File: src/rtl/dmem_access_ctrl.sv
// Data-RAM access sequencer for the MEM stage: latches a load/store, drives the
// RAM for LATENCY cycles, returns read data and stalls the pipeline meanwhile.
module dmem_access_ctrl #(
  parameter int unsigned LATENCY = 2
) (
  input  logic       clk,
  input  logic       rst,
  input  logic       mem_read,
  input  logic       mem_write,
  input  logic [7:0] addr,
  input  logic [7:0] wdata,
  output logic       ram_en,
  output logic       ram_we,
  output logic [7:0] ram_addr,
  output logic [7:0] ram_wdata,
  input  logic [7:0] ram_rdata,
  output logic [7:0] read_data,
  output logic       stall,
  output logic       mem_done,
  output logic       op_conflict
);

  // state | meaning
  // IDLE  | waiting for a load/store from EX/MEM
  // BUSY  | RAM access in flight, counter counts down to the last cycle
  // DONE  | access complete, mem_done pulses, pipeline released
  typedef enum logic [1:0] {IDLE, BUSY, DONE} state_t;

  state_t     state, state_nxt;
  logic       req;
  logic       is_read;
  logic [3:0] count;

  assign req = mem_read | mem_write;

  always_ff @(posedge clk or posedge rst) begin
    if (rst) state <= IDLE;
    else     state <= state_nxt;
  end

  always_comb begin
    state_nxt = state;
    stall     = 1'b0;
    case (state)
      IDLE: begin
        stall = req;
        if (req) state_nxt = BUSY;
      end
      BUSY: begin
        stall = 1'b1;
        if (count == 4'd0) state_nxt = DONE;
      end
      DONE:    state_nxt = IDLE;
      default: state_nxt = IDLE;
    endcase
  end

  // A simultaneous read+write is resolved as a write; the conflict is remembered.
  always_ff @(posedge clk or posedge rst) begin
    if (rst) begin
      ram_en      <= 1'b0;
      ram_we      <= 1'b0;
      ram_addr    <= 8'h00;
      ram_wdata   <= 8'h00;
      read_data   <= 8'h00;
      mem_done    <= 1'b0;
      op_conflict <= 1'b0;
      is_read     <= 1'b0;
      count       <= 4'd0;
    end else begin
      mem_done <= 1'b0;
      case (state)
        IDLE: begin
          if (req) begin
            ram_addr  <= addr;
            ram_wdata <= wdata;
            ram_en    <= 1'b1;
            ram_we    <= mem_write;
            is_read   <= ~mem_write;
            count     <= 4'(LATENCY - 1);
            if (mem_read && mem_write) op_conflict <= 1'b1;
          end
        end
        BUSY: begin
          if (count != 4'd0) begin
            count <= count - 4'd1;
          end else begin
            ram_en   <= 1'b0;
            ram_we   <= 1'b0;
            mem_done <= 1'b1;
            if (is_read) read_data <= ram_rdata;
          end
        end
        default: ;
      endcase
    end
  end

endmodule

File: config.mk
export PLATFORM = sky130hd
export DESIGN_NAME = dmem_access_ctrl
export DESIGN_NICKNAME = d
export VERILOG_FILES = /design/src/rtl/dmem_access_ctrl.sv
export SDC_FILE = /design/constraint.sdc
export NUM_CORES = 1
export LEC_CHECK = 0
export ABC_AREA = 0
export BUFFER_PORTS_ARGS = -buffer_cell sky130_fd_sc_hd__buf_4
export CELL_PAD_IN_SITES_DETAIL_PLACEMENT = 0
export CELL_PAD_IN_SITES_GLOBAL_PLACEMENT = 1
export CORE_MARGIN = 3
export CORE_UTILIZATION = 34
export CTS_CLUSTER_DIAMETER = 200
export DETAILED_ROUTE_END_ITERATION = 6
export GPL_ROUTABILITY_DRIVEN = 1
export GPL_TIMING_DRIVEN = 1
export PLACE_DENSITY_LB_ADDON = 0.08
export SLEW_MARGIN = 20
export SYNTH_ARGS = -nofsm -noshare
export SYNTH_HDL_FRONTEND = slang
export SYNTH_SLANG_ARGS = --single-unit
File: constraint.sdc
create_clock -name clk -period 1.54 [get_ports clk]
set_input_delay 0.077 -clock clk [delete_from_list [all_inputs] [get_ports clk]]
set_output_delay 0.077 -clock clk [all_outputs]
set_load 0.005 [all_outputs]
# Word-level counts from Yosys, hierarchy flattened
# Index checks and enable logic that the tools add are counted.
[totals]
ff_bits = 35
input_bits = 28
out_inout_bits = 29
word_cells = 44
[classes]
n_addsub = 1
n_eq_ne = 5
mux = 14
n_bitwise = 3
n_reduce_logical = 11
[ops]
columns = ["op", "count"]
rows = [
  ["AND reduction 3 bit", 4],
  ["two-way mux 4 bit", 2],
  ["!= test 2 bit (second input constant)", 4],
  ["one-hot mux 4 bit (2 select lines)", 1],
  ["one-hot mux 1 bit (2 select lines)", 3],
  ["two-way mux 1 bit", 5],
  ["logical NOT 4 bit", 1],
  ["two-way mux 2 bit", 2],
  ["one-hot mux 2 bit (2 select lines)", 1],
  ["AND reduction 2 bit", 2],
  ["nonzero test 4 bit", 1],
  ["subtractor 4 x 1 -> 4 bit (second input constant)", 1],
  ["== test 2 x 1 -> 1 bit (second input constant)", 1],
  ["logical NOT 2 bit", 1],
  ["inverter 1 bit", 2],
  ["nonzero test 2 bit", 1],
  ["logical AND 1 bit", 1],
  ["bitwise OR 1 bit", 1],
]

# Depth between registers and ports, before layout
[logic_depth]
depth_word = 3
depth_mapped = 6
mapped_depth_nobuf = 5

# Worst setup path after synthesis
# OpenSTA, ideal clock, no wires.
[synth_path]
path_type = "register -> register"
from = "register count[0]"
to = "register read_data[0]"
setup_time_ns = 0.125
arrival_ns = 1.496
required_time_ns = 1.415
slack_ns = -0.081
path_stages_with_launch = 7
n_path_buf = 1
synth_period_minus_slack_ns = 1.621
path_cell_list = "dfrtp_1 > inv_1 > ha_1 > nor3b_2 > and3_1 > buf_4 > mux2_2"
[synth_via]
elab_chain_len = 3
[synth_lines]
columns = ["element", "line", "source"]
rows = [
  ["from (decl)", "32", "logic [3:0] count;"],
  ["from (signal assigned)", "80", "count <= 4'(LATENCY - 1);"],
  ["from (signal assigned)", "86", "count <= count - 4'd1;"],
  ["nonzero test 4 bit", "85", "if (count != 4'd0) begin"],
  ["inverter 1 bit (no line)", "--", ""],
  ["AND reduction 3 bit (no line)", "--", ""],
  ["to (signal assigned)", "91", "if (is_read) read_data <= ram_rdata;"],
  ["to (decl)", "17", "output logic [7:0] read_data,"],
]
# No other way between the ends.
# A chain may end at the register's enable or synchronous reset.

# Worst setup path after layout
[layout_path]
from = "register count[1]"
to = "register read_data[6]"
# Same word-level chain as after synthesis.

==> results.toml <==
[yosys]
syn_nets = 135
ys_ff_latch = 35
synth_top_area_share_pct = 59.2
netlist_instances = 105
syn_area_um2 = 1480
synthTopCellsByArea = "dfrtp_1, mux2_2, mux2_4"
yosysSeqAreaShare_pct = 59.2
synth.largest_area_cell = "dfrtp_1"
synth.distinct_cells = 26
avgSynthCellArea_um2 = 14.1
yosys_warnings = 0

[sta]
max_freq_mhz = 643
grt_setup_unrepaired = "true"
slew_viol_final = 0
fin_crit_sh_pct = 101
fin_crit_ns = 1.56
tightest_slew_ns = 0.584
layout_setup_ws_ns = -0.0159
finalClockSkew_ns = 0.00785
max_slew_margin_pct = 61.0
hold_viol = 0
setup_viol = 8

[cts]
clk_pin_slew_ns = 0.07
root_buffer = "clkbuf_8"
cts_htree_levels = 2
cts.path.max_buffers = 2
clk-insertion-delay-late_ns = 0.28
clock_sinks = 35
numCtsBuffers = 5
cts_tree = "done"

[hold_path]
hold_path.class = "in -> reg"
worstHoldStart = "wdata[4]"
hold_depth = 2
min_to = "ram_wdata[4]$_DFFE_PP0P_"

[cells_and_area]
layout_commonest_cell = "buf_4"
layout_common_cells = "buf_4, dfrtp_1, mux2_4"
fin_cells = 231
layout.nets = 211
antenna_cells = 0
drive_above_1_share_pct = 61.9
area_delta_synth_final_pct = 50.0

[placement]
dp_cells = 217
preCtsSetupSlack_ns = -0.0442
gp_congestion = 0.826
port_buffers = 56
dp_hpwl_mm = 2.32

[power_and_ir_drop]
ir_worst_vdd_v = 0.000986
power.share.clock_pct = 17.0
p_per_area_nw_per_um2 = 2090
switching_share_pct = 29.7
p_comb_share_pct = 47.5
p_sw_mw = 1.38
power.internal_mw = 3.26
seqPwrFrac_pct = 35.5
leakage_nw = 1.10

[global_route]
antenna_found_initial = 0
overflow = 0
use_met2_pct = 22.6
grt_pass1_wl_mm = 5.44
grt_max_degree = 23
met1_usage_pct = 15.8
grtUsageMet3_pct = 5.40
first_global_vias = 1187
top_usage_layer = "met2"
grt.total_usage_pct = 13.6

[floorplanning]
num_io_pins = 57
start_util_pct = 36.2
dieArea_um2 = 5180
rows = 23
coreArea_um2 = 4090
die_h_um = 72.0
die_w_um = 72.0

[drt]
vias = 1105
drc = 0
drt_iter0_drc = 22
antenna_left = 0
drt_pass1_iterations = 4
post_drt_wl_per_cell_um = 14.3
wl_mm = 3.31
route.detailed.vias_per_inst = 4.78

[setup_path]
crit_arrival_ns = 1.72
crit_type = "reg -> reg"
worst_setup_path_end_kind = "flop"
path_max_fanout = 8
crit_chain = "inv_2, ha_4, nor3b_4, and3_4, mux2_4"
required_ns = 1.70
start_kind = "flop"
cp_num_buf_inv = 1
cp_top_family = "simple AND/OR/NAND/NOR gates"
r2r-end = "read_data[6]$_DFFE_PP0P_"
ff2ff_setup_slack_ns = -0.02
slowest_stage = "dfrtp_1"
cpPeakStageDelay_ns = 0.40
reg2reg_depth = 5
worstReg2RegStart = "count[1]$_DFFE_PP0P_"

[run_status]
run_status = "finished, violations left"
violations = "setup timing"

[run]
max_cap_violations = 0
## metrics by stage
| step | cell area [um^2] | utilization [%] | total power [mW] | TNS [ns] | hold WS [ns] |
|---|---|---|---|---|---|
| after floorplan | 1500 | - | 2.78 | -0.00619 | 0.163 |
| after global placement | 2020 | 49.5 | 3.63 | 0 | 0.165 |
| after detailed placement | 2020 | 49.5 | 3.69 | -0.323 | 0.183 |
| after CTS | 2190 | 53.6 | 4.60 | -0.141 | 0.0135 |
| after global routing | 2220 | 54.3 | 4.98 | -0.583 | 0.00696 |
| final | 2220 | 54.3 | 4.64 | -0.0584 | 0.0223 |
## per-layer routing
metal / routed length (um) / share of wire (%)
met4: 63 / 1.9
met5: 0 / 0
met1: 1370 / 42
met3: 228 / 6.9
met2: 1640 / 50
## cell type report
class                      instances  area [um^2]
clock inverter                     1         30.0
inverter                           7         26.3
sequential                        35          876
tap                               50         62.6
fill                             377         1870
clock buffer                       6         72.6
timing repair buffer              72          558
multi-input combinational         60          596
## kinds of logic (layout without fill, tap and decap cells)
kind of cell	Yosys count	in the layout	synth area share (%)
AO/OA/AOI/OAI	12	12	5.16
AND/OR/NAND/NOR	21	21	8.62
buffers and inverters	10	86	4.40
multiplexers	25	25	21.0
adder cells (fa/ha/maj)	2	2	1.69
flip-flops	35	35	59.2
## worst max-delay path by stage
stage,startpoint,to,slack (ns),cells past startpoint
detailed placement,count[1]$_DFFE_PP0P_,read_data[7]$_DFFE_PP0P_,-0.04,6
global route,count[1]$_DFFE_PP0P_,read_data[6]$_DFFE_PP0P_,-0.08,5
finish,count[1]$_DFFE_PP0P_,read_data[6]$_DFFE_PP0P_,-0.02,5
CTS,count[0]$_DFFE_PP0P_,read_data[0]$_DFFE_PP0P_,-0.02,6
global placement,count[1]$_DFFE_PP0P_,read_data[4]$_DFFE_PP0P_,0.009,6
floorplan,count[0]$_DFFE_PP0P_,read_data[0]$_DFFE_PP0P_,-0.0008,6
## registers in the layout, summed over array words and instances (netlist names)
name / cells
op_conflict: 1
ram_wdata: 8
read_data: 8
is_read: 1
ram_we: 1
ram_addr: 8
state: 2
ram_en: 1
mem_done: 1
count: 4
## cell usage after synthesis
master	instances
dfrtp_1	35
mux2_2	16
mux2_4	8
inv_1	7
a21oi_1	5
nand2_1	5
nor3_1	5
o21ai_0	3
a31o_2	2
ha_1	2
nor2b_1	2
a21o_2	1
a32o_1	1
and2_4	1
and3_1	1
buf_12	1
buf_4	1
buf_6	1
mux2i_1	1
nand2b_1	1
nor2_1	1
nor2_4	1
nor3b_2	1
or2_1	1
or3b_2	1
or4_1	1
## timing repair
| item | CTS | global route |
|---|---|---|
| buffers inserted | 5 | 1 |
| hold buffers | 2 | 0 |
| gates cloned | 0 | 0 |
| endpoints found under the setup margin | 8 | 12 |
| resized for setup | 2 | 9 |
| pin swaps | 2 | 2 |
| hold endpoints to repair | 14 | 0 |
## power groups by stage
stage          sequential [mW]  combinational [mW]  clock (mW)
2_1_floorplan             1.66                1.12           0
4_1_cts                   1.64                2.14       0.814
3_3_place_gp              1.64                1.99           0
5_1_grt                   1.71                2.41       0.858
3_5_place_dp              1.65                2.03           0
6_report                  1.65                2.20       0.786
Note: power is estimated with default switching activity, not from simulation.
